--- src/rtl/register_file_2r1w.sv ---
// General-purpose operand store: DEPTH x WIDTH, one write port, two registered
// write-first read ports, and a one-entry-per-cycle clear sequencer.
module register_file_2r1w #(
  parameter int WIDTH    = 8,
  parameter int ADDR_W   = 4,
  parameter bit ZERO_REG = 1'b0
) (
  input  logic              clock,
  input  logic              reset,
  input  logic              we,
  input  logic [ADDR_W-1:0] waddr,
  input  logic [WIDTH-1:0]  wdata,
  input  logic [ADDR_W-1:0] raddr_a,
  input  logic [ADDR_W-1:0] raddr_b,
  output logic [WIDTH-1:0]  rdata_a,
  output logic [WIDTH-1:0]  rdata_b,
  input  logic              clear,
  output logic              busy
);

  localparam int DEPTH = 1 << ADDR_W;

  typedef enum logic {
    IDLE,
    CLEARING
  } state_t;

  state_t            state_q, state_d;
  logic [ADDR_W-1:0] idx_q, idx_d;

  logic [WIDTH-1:0]  mem_q [DEPTH];
  logic [WIDTH-1:0]  rdata_a_q, rdata_a_d;
  logic [WIDTH-1:0]  rdata_b_q, rdata_b_d;

  // Single effective write per edge: either a user write or a clear step.
  logic              wr_en;
  logic [ADDR_W-1:0] wr_addr;
  logic [WIDTH-1:0]  wr_data;

  always_comb begin
    state_d = state_q;
    idx_d   = idx_q;
    wr_en   = 1'b0;
    wr_addr = waddr;
    wr_data = wdata;
    unique case (state_q)
      IDLE: begin
        if (clear) begin
          state_d = CLEARING;
          idx_d   = '0;
        end else if (we && !(ZERO_REG && waddr == '0)) begin
          wr_en = 1'b1;
        end
      end
      CLEARING: begin
        wr_en   = 1'b1;
        wr_addr = idx_q;
        wr_data = '0;
        idx_d   = idx_q + 1'b1;
        if (&idx_q) begin
          state_d = IDLE;
          idx_d   = '0;
        end
      end
      default: begin
        state_d = IDLE;
        idx_d   = '0;
      end
    endcase
  end

  always_ff @(posedge clock or posedge reset) begin
    if (reset) begin
      state_q <= IDLE;
      idx_q   <= '0;
    end else begin
      state_q <= state_d;
      idx_q   <= idx_d;
    end
  end

  always_ff @(posedge clock or posedge reset) begin
    if (reset) begin
      for (int i = 0; i < DEPTH; i++) begin
        mem_q[i] <= '0;
      end
    end else if (wr_en) begin
      mem_q[wr_addr] <= wr_data;
    end
  end

  // Write-first: the read sees the value the entry holds after this edge.
  always_comb begin
    rdata_a_d = mem_q[raddr_a];
    if (wr_en && wr_addr == raddr_a) rdata_a_d = wr_data;
    if (ZERO_REG && raddr_a == '0) rdata_a_d = '0;

    rdata_b_d = mem_q[raddr_b];
    if (wr_en && wr_addr == raddr_b) rdata_b_d = wr_data;
    if (ZERO_REG && raddr_b == '0) rdata_b_d = '0;
  end

  always_ff @(posedge clock or posedge reset) begin
    if (reset) begin
      rdata_a_q <= '0;
      rdata_b_q <= '0;
    end else begin
      rdata_a_q <= rdata_a_d;
      rdata_b_q <= rdata_b_d;
    end
  end

  assign rdata_a = rdata_a_q;
  assign rdata_b = rdata_b_q;
  assign busy    = (state_q == CLEARING);

endmodule
--- config.mk ---
export PLATFORM = sky130hd
export DESIGN_NAME = register_file_2r1w
export DESIGN_NICKNAME = d
export VERILOG_FILES = /design/src/rtl/register_file_2r1w.sv
export SDC_FILE = /design/constraint.sdc
export NUM_CORES = 1
export LEC_CHECK = 0
export ABC_CLOCK_PERIOD_IN_PS = 14490
export BUFFER_PORTS_ARGS = -buffer_cell sky130_fd_sc_hd__buf_2
export CAP_MARGIN = 30
export CELL_PAD_IN_SITES_DETAIL_PLACEMENT = 1
export CELL_PAD_IN_SITES_GLOBAL_PLACEMENT = 2
export CORE_MARGIN = 1.5
export CORE_UTILIZATION = 45
export DETAILED_ROUTE_END_ITERATION = 7
export GPL_ROUTABILITY_DRIVEN = 0
export MAX_ROUTING_LAYER = met4
export PLACE_DENSITY = 0.82
export SLEW_MARGIN = 10
export SYNTH_ARGS = -nofsm -noshare
export SYNTH_HDL_FRONTEND = slang
export SYNTH_SLANG_ARGS = --single-unit
--- constraint.sdc ---
create_clock -name clock -period 14.49 [get_ports clock]
set_input_delay 2.1735 -clock clock [delete_from_list [all_inputs] [get_ports clock]]
set_output_delay 2.1735 -clock clock [all_outputs]
set_load 0.02 [all_outputs]
==> impl_metrics.ini, run 1 <==
[critical_path]
crit_family = simple AND/OR/NAND/NOR gates
reg2reg_from = busy$_DFF_PP0_
path_buf_inv = 2
critPathSlowestCell = nor4_4
cp-start-kind = primary input
worstPathArrival_ns = 4.21
crit_path_end_kind = flop
cp.required_ns = 14.80
crit_type = primary input to flop
max_stage_delay_ns = 0.72
crit_path_max_fanout = 33
startpoint = raddr_b[0]
cp_cell_sequence = buf_2, buf_4, xnor2_1, nor4_4, mux2_2

[layout]
mostFrequentLayoutCells = 149 x dfrtp_1, 140 x mux2_2, 64 x mux4_2
instances_no_fill = 812
final_cell_area_um2 = 9000
finish.net_count = 598
layout-drive-gt1-share_pct = 51.9
syn2layout_area_growth_pct = 13.3
post-route-util_pct = 52.0
mostFrequentLayoutCell = dfrtp_1

[floorplanning]
ios = 41
die_h_um = 136
start_util_pct = 45.9
dieArea_um2 = 18500
core-area_um2 = 17300
die_w_um = 136
row_count = 48

[sta]
fin_ws_ns = 10.59
hold_viol = 0
final_max_slew_viol_count = 0
clock_skew_ns = 0.00895
setup_viol = 0
post-route-period-util_pct = 26.9
hold_ws_ns = 0.515
maxSlewHeadroom_pct = 38.8
fmax_mhz = 256
tns_ns = 0
grt_setup_unrepaired = no
period_needed_ns = 3.90
worstMarginPinSlew_ns = 0.916

[clock_network]
cts_buffers = 17
cts.path.max_buffers = 2
clk_latency_ns = 0.43
postCtsSetupBuffers = 0
cts_root_buffer = clkbuf_16
clkTransAtPathRegs_ns = 0.07
clock-sinks = 149
htreeDepth = 4
holdBufCountCts = 0
cts_resized = 0
tritoncts = yes

[synth]
synthArstFlopShare_pct = 100
synth-edff-count = 0
syn_area_um2 = 7940
synth_xor_area_share_pct = 1.21
ys_seq_area_share_pct = 47.0
synth_top_family_by_area = multiplexers
synth_area_leader_cell = dfrtp_1
ys_top_cells_by_area = dfrtp_1 47%, mux2_2 20%, mux4_2 18%
syn_avg_cell_area_um2 = 14.7
syn-instance-count = 539
yosysWarnings = 0
synth-compound-area-share_pct = 4.84
muxShareOfSynthArea_pct = 39.3
synth_adder_area_share_pct = 0.158
synth_simple_gate_area_share_pct = 4.85
ys_ff_latch = 149
synthesis.nets = 564
ys_types = 42
yosysTopAreaCellShare_pct = 47.0
ys.flop_type = dfrtp_1

[detailed_routing]
wl_mm = 21.8
antenna_left = 0
drt_first_pass_iters = 4
route.detailed.drc = 0
viasPerCell = 6.22
via_count = 5053
drt-initial-drc-count = 429
routedWlPerCell_um = 26.9

[power]
p_leak_nw = 4.13
power_mw = 1.66
ir_worst_vdd_uv = 88.0
power_density_nw_per_um2 = 184

[place]
io_buffers = 40
dpl_worst_slack_ns = 10.14
placed_area_um2 = 8410
place_hpwl_mm = 14.5
dp.cells = 779

[global_routing]
grt.total_usage_pct = 26.4
grt_pass1_vias = 5460
grt_overflow = 0
grt_pass1_wl_mm = 33.7
grt_max_degree = 68
grt_antenna_before_repair = 1

[hold_path]
hp-class = flop to flop
hp-start = mem_q[99]$_DFFE_PP0P_

[job]
max_cap_viol_count = 0

[status]
outcome = finished clean
-- report_power, final --
part	internal (mW)	leakage, nW	total (mW)	switching, mW
Sequential	0.554	2.03	0.667	0.113
Clock	0.260	0.287	0.444	0.185
Combinational	0.286	1.81	0.548	0.262
Total	1.10	4.13	1.66	0.560
-- sequential cells by signal, summed over array words and instances, names as in the netlist --
signal,count
mem_q,128
rdata_a,8
rdata_b,8
idx_q,4
busy,1
-- per-layer routing --
layer  global-route usage [%]  share of wire [%]
met3                     5.70                6.3
met2                     40.4                 48
met5                        -                  0
met1                     34.6                 43
met4                     10.0                2.5
-- area by class of cell --
class                   count  area [um2]
diodes                      1        2.50
clock buffers              18         439
clock inverters            14         151
fillers                  1683        8300
inverters                   4        20.0
multi-input cells         345        4000
flip-flops and latches    149        3730
well taps                 225         282
repair buffers             56         380
-- cells by family (layout without fill, tap and decap cells) --
family / after synthesis / after routing
xor+xnor: 11 / 11
fa+ha+maj: 1 / 1
compound gates: 51 / 51
simple gates: 69 / 69
other cells: 0 / 1
buf+inv: 45 / 92
flops: 149 / 149
mux: 213 / 213
-- Yosys cell counts (5+ instances only) --
library cell  count
dfrtp_1         149
mux2_2          140
mux4_2           64
a22oi_1          33
nand2_1          29
buf_2            16
clkbuf_1         16
nor2b_1          14
xnor2_1          10
nor2_2            7
mux2_1            6
buf_1             5
nand2b_1          5
-- final timing paths --
check	endpoint	slack, ns	cells past startpoint
max	rdata_b[7]$_DFF_PP0_	10.59	5
min	mem_q[99]$_DFFE_PP0P_	0.51	1
max reg2reg	mem_q[35]$_DFFE_PP0P_	11.91	6
min reg2reg	mem_q[99]$_DFFE_PP0P_	0.51	1
max in group asynchronous	mem_q[30]$_DFFE_PP0P_	11.51	4
min in group asynchronous	mem_q[15]$_DFFE_PP0P_	1.82	2
(Power assumes the default switching activity.)
==> run 2, diff against run 1 <==
--- a/config.mk
+++ b/config.mk
@@ -5,7 +5,7 @@
 export SDC_FILE = /design/constraint.sdc
 export NUM_CORES = 1
 export LEC_CHECK = 0
-export ABC_CLOCK_PERIOD_IN_PS = 14490
+export ABC_CLOCK_PERIOD_IN_PS = 3710
 export BUFFER_PORTS_ARGS = -buffer_cell sky130_fd_sc_hd__buf_2
 export CAP_MARGIN = 30
 export CELL_PAD_IN_SITES_DETAIL_PLACEMENT = 1
==> constraint.sdc (replaced) <==
create_clock -name clock -period 3.71 [get_ports clock]
set_input_delay 0.5565 -clock clock [delete_from_list [all_inputs] [get_ports clock]]
set_output_delay 0.5565 -clock clock [all_outputs]
set_load 0.02 [all_outputs]
==> impl_metrics.ini, run 2 (same netlist as run 1, synthesis figures left out) <==
[layout]
antenna_cells = 0
finish.net_count = 603
regMostFlops = mem_q
syn2layout_area_growth_pct = 14.0
final_cell_area_um2 = 9050
mostFrequentLayoutCell = dfrtp_1
largest_register_ffs = 128
instances_no_fill = 815
layout-drive-gt1-share_pct = 52.0
mostFrequentLayoutCells = 149 x dfrtp_1, 140 x mux2_2, 64 x mux4_2
post-route-util_pct = 52.3

[critical_path]
max_stage_delay_ns = 0.70
cp-start-kind = flop
crit_path_max_fanout = 19
critPathSlowestCell = dfrtp_1
cp.required_ns = 4.01
r2r_slack_ns = 0.94
cp_cell_sequence = buf_4, or2b_1, o32ai_1, and2_1, mux2_2
crit_type = flop to flop
worstPathArrival_ns = 3.07
crit_path_end_kind = flop

[clock_network]
postCtsSetupBuffers = 0
cts_root_buffer = clkbuf_16
cts_buffers = 17
tritoncts = yes
clkTransAtPathRegs_ns = 0.06
cts_resized = 0
holdBufCountCts = 0
clock-sinks = 149
htreeDepth = 4
cts.path.max_buffers = 2
clk_latency_ns = 0.42

[floorplanning]
dieArea_um2 = 18500
die_h_um = 136
ios = 41
start_util_pct = 45.9
row_count = 48
die_w_um = 136
core-area_um2 = 17300

[global_routing]
grt_pass1_vias = 5764
grt.total_usage_pct = 27.2
grt_antenna_before_repair = 0
grt_pass1_wl_mm = 35.0
grt_overflow = 0
grt_max_degree = 70

[place]
dp.cells = 784
io_buffers = 40
place_hpwl_mm = 15.0
placed_area_um2 = 8430

[power]
power_density_nw_per_um2 = 725
ir_worst_vdd_uv = 338
p_leak_nw = 4.16
power_mw = 6.56

[sta]
setup_viol = 0
clock_skew_ns = 0.0114
maxSlewHeadroom_pct = 32.2
grt_setup_unrepaired = no
period_needed_ns = 2.77
hold_viol = 0
worstMarginPinSlew_ns = 1.01
post-route-period-util_pct = 74.8
tns_ns = 0
fmax_mhz = 360
final_max_slew_viol_count = 0

[hold_path]
hp-class = primary input to async pin

[detailed_routing]
wl_mm = 22.5
drt-initial-drc-count = 269
via_count = 5090
viasPerCell = 6.25
route.detailed.drc = 0
routedWlPerCell_um = 27.7
drt_first_pass_iters = 4
antenna_left = 0

[status]
outcome = finished clean

[job]
max_cap_viol_count = 0
==> run 2: changes by cell type in the layout (fill, tap and decap cells not counted) <==
cell	previous run	this run
buf_12	2	3
inv_6	4	0
buf_4	9	15
bufinv_16	2	3
buf_16	1	0
clkbuf_8	1	5
diode_2	1	0
clkbuf_1	0	1
clkinv_4	4	1
buf_6	4	3
==> run 2: path summary, 6_finish.rpt <==
check | from | end | cells past startpoint
max in group asynchronous | reset | mem_q[92]$_DFFE_PP0P_ | 4
worst max register to register | busy$_DFF_PP0_ | mem_q[123]$_DFFE_PP0P_ | 5
worst min register to register | mem_q[89]$_DFFE_PP0P_ | mem_q[89]$_DFFE_PP0P_ | 1
min in group clock | clear | idx_q[2]$_DFFE_PP0P_ | 2
worst min-delay path | reset | mem_q[11]$_DFFE_PP0P_ | 2
worst max-delay path | busy$_DFF_PP0_ | mem_q[123]$_DFFE_PP0P_ | 5
==> run 2: cell type report <==
type	instances	area, um2
Clock inverter	8	121
Sequential cell	149	3730
Inverter	4	18.8
Clock buffer	23	498
Fill cell	1674	8240
Multi-Input combinational cell	345	4000
Tap cell	225	282
Timing Repair Buffer	61	407
==> run 2: power breakdown <==
group | total [mW] | internal [mW] | leakage (nW) | switching (mW)
combinational | 2.15 | 1.12 | 1.83 | 1.03
clock | 1.80 | 1.14 | 0.305 | 0.656
sequential | 2.61 | 2.16 | 2.03 | 0.447
==> run 2: metrics by stage <==
stage	setup slack, ns	hold slack, ns
floorplan	1.28	0.476
global placement	0.973	0.494
detailed placement	0.969	0.513
CTS	0.962	0.0712
global route	0.784	0.0801
finish	0.935	0.0793
==> run 2: critical path, delay by kind of cell, from the launching register on <==
kind            cells  cell delay (ns)
buf+inv             1             0.36
compound gates      1             0.28
simple gates        2             0.90
mux                 1             0.41
flops               1             0.70
==> run 2: layer usage <==
layer | vias up | global-route usage (%) | wire, um | share of wire (%)
met1 | 2764 | 34.6 | 9410 | 42
li1 | 2136 | - | - | -
met2 | 148 | 44.1 | 11400 | 50
met5 | - | - | 0 | 0
met4 | 0 | 9.86 | 578 | 2.6
met3 | 42 | 4.81 | 1180 | 5.3
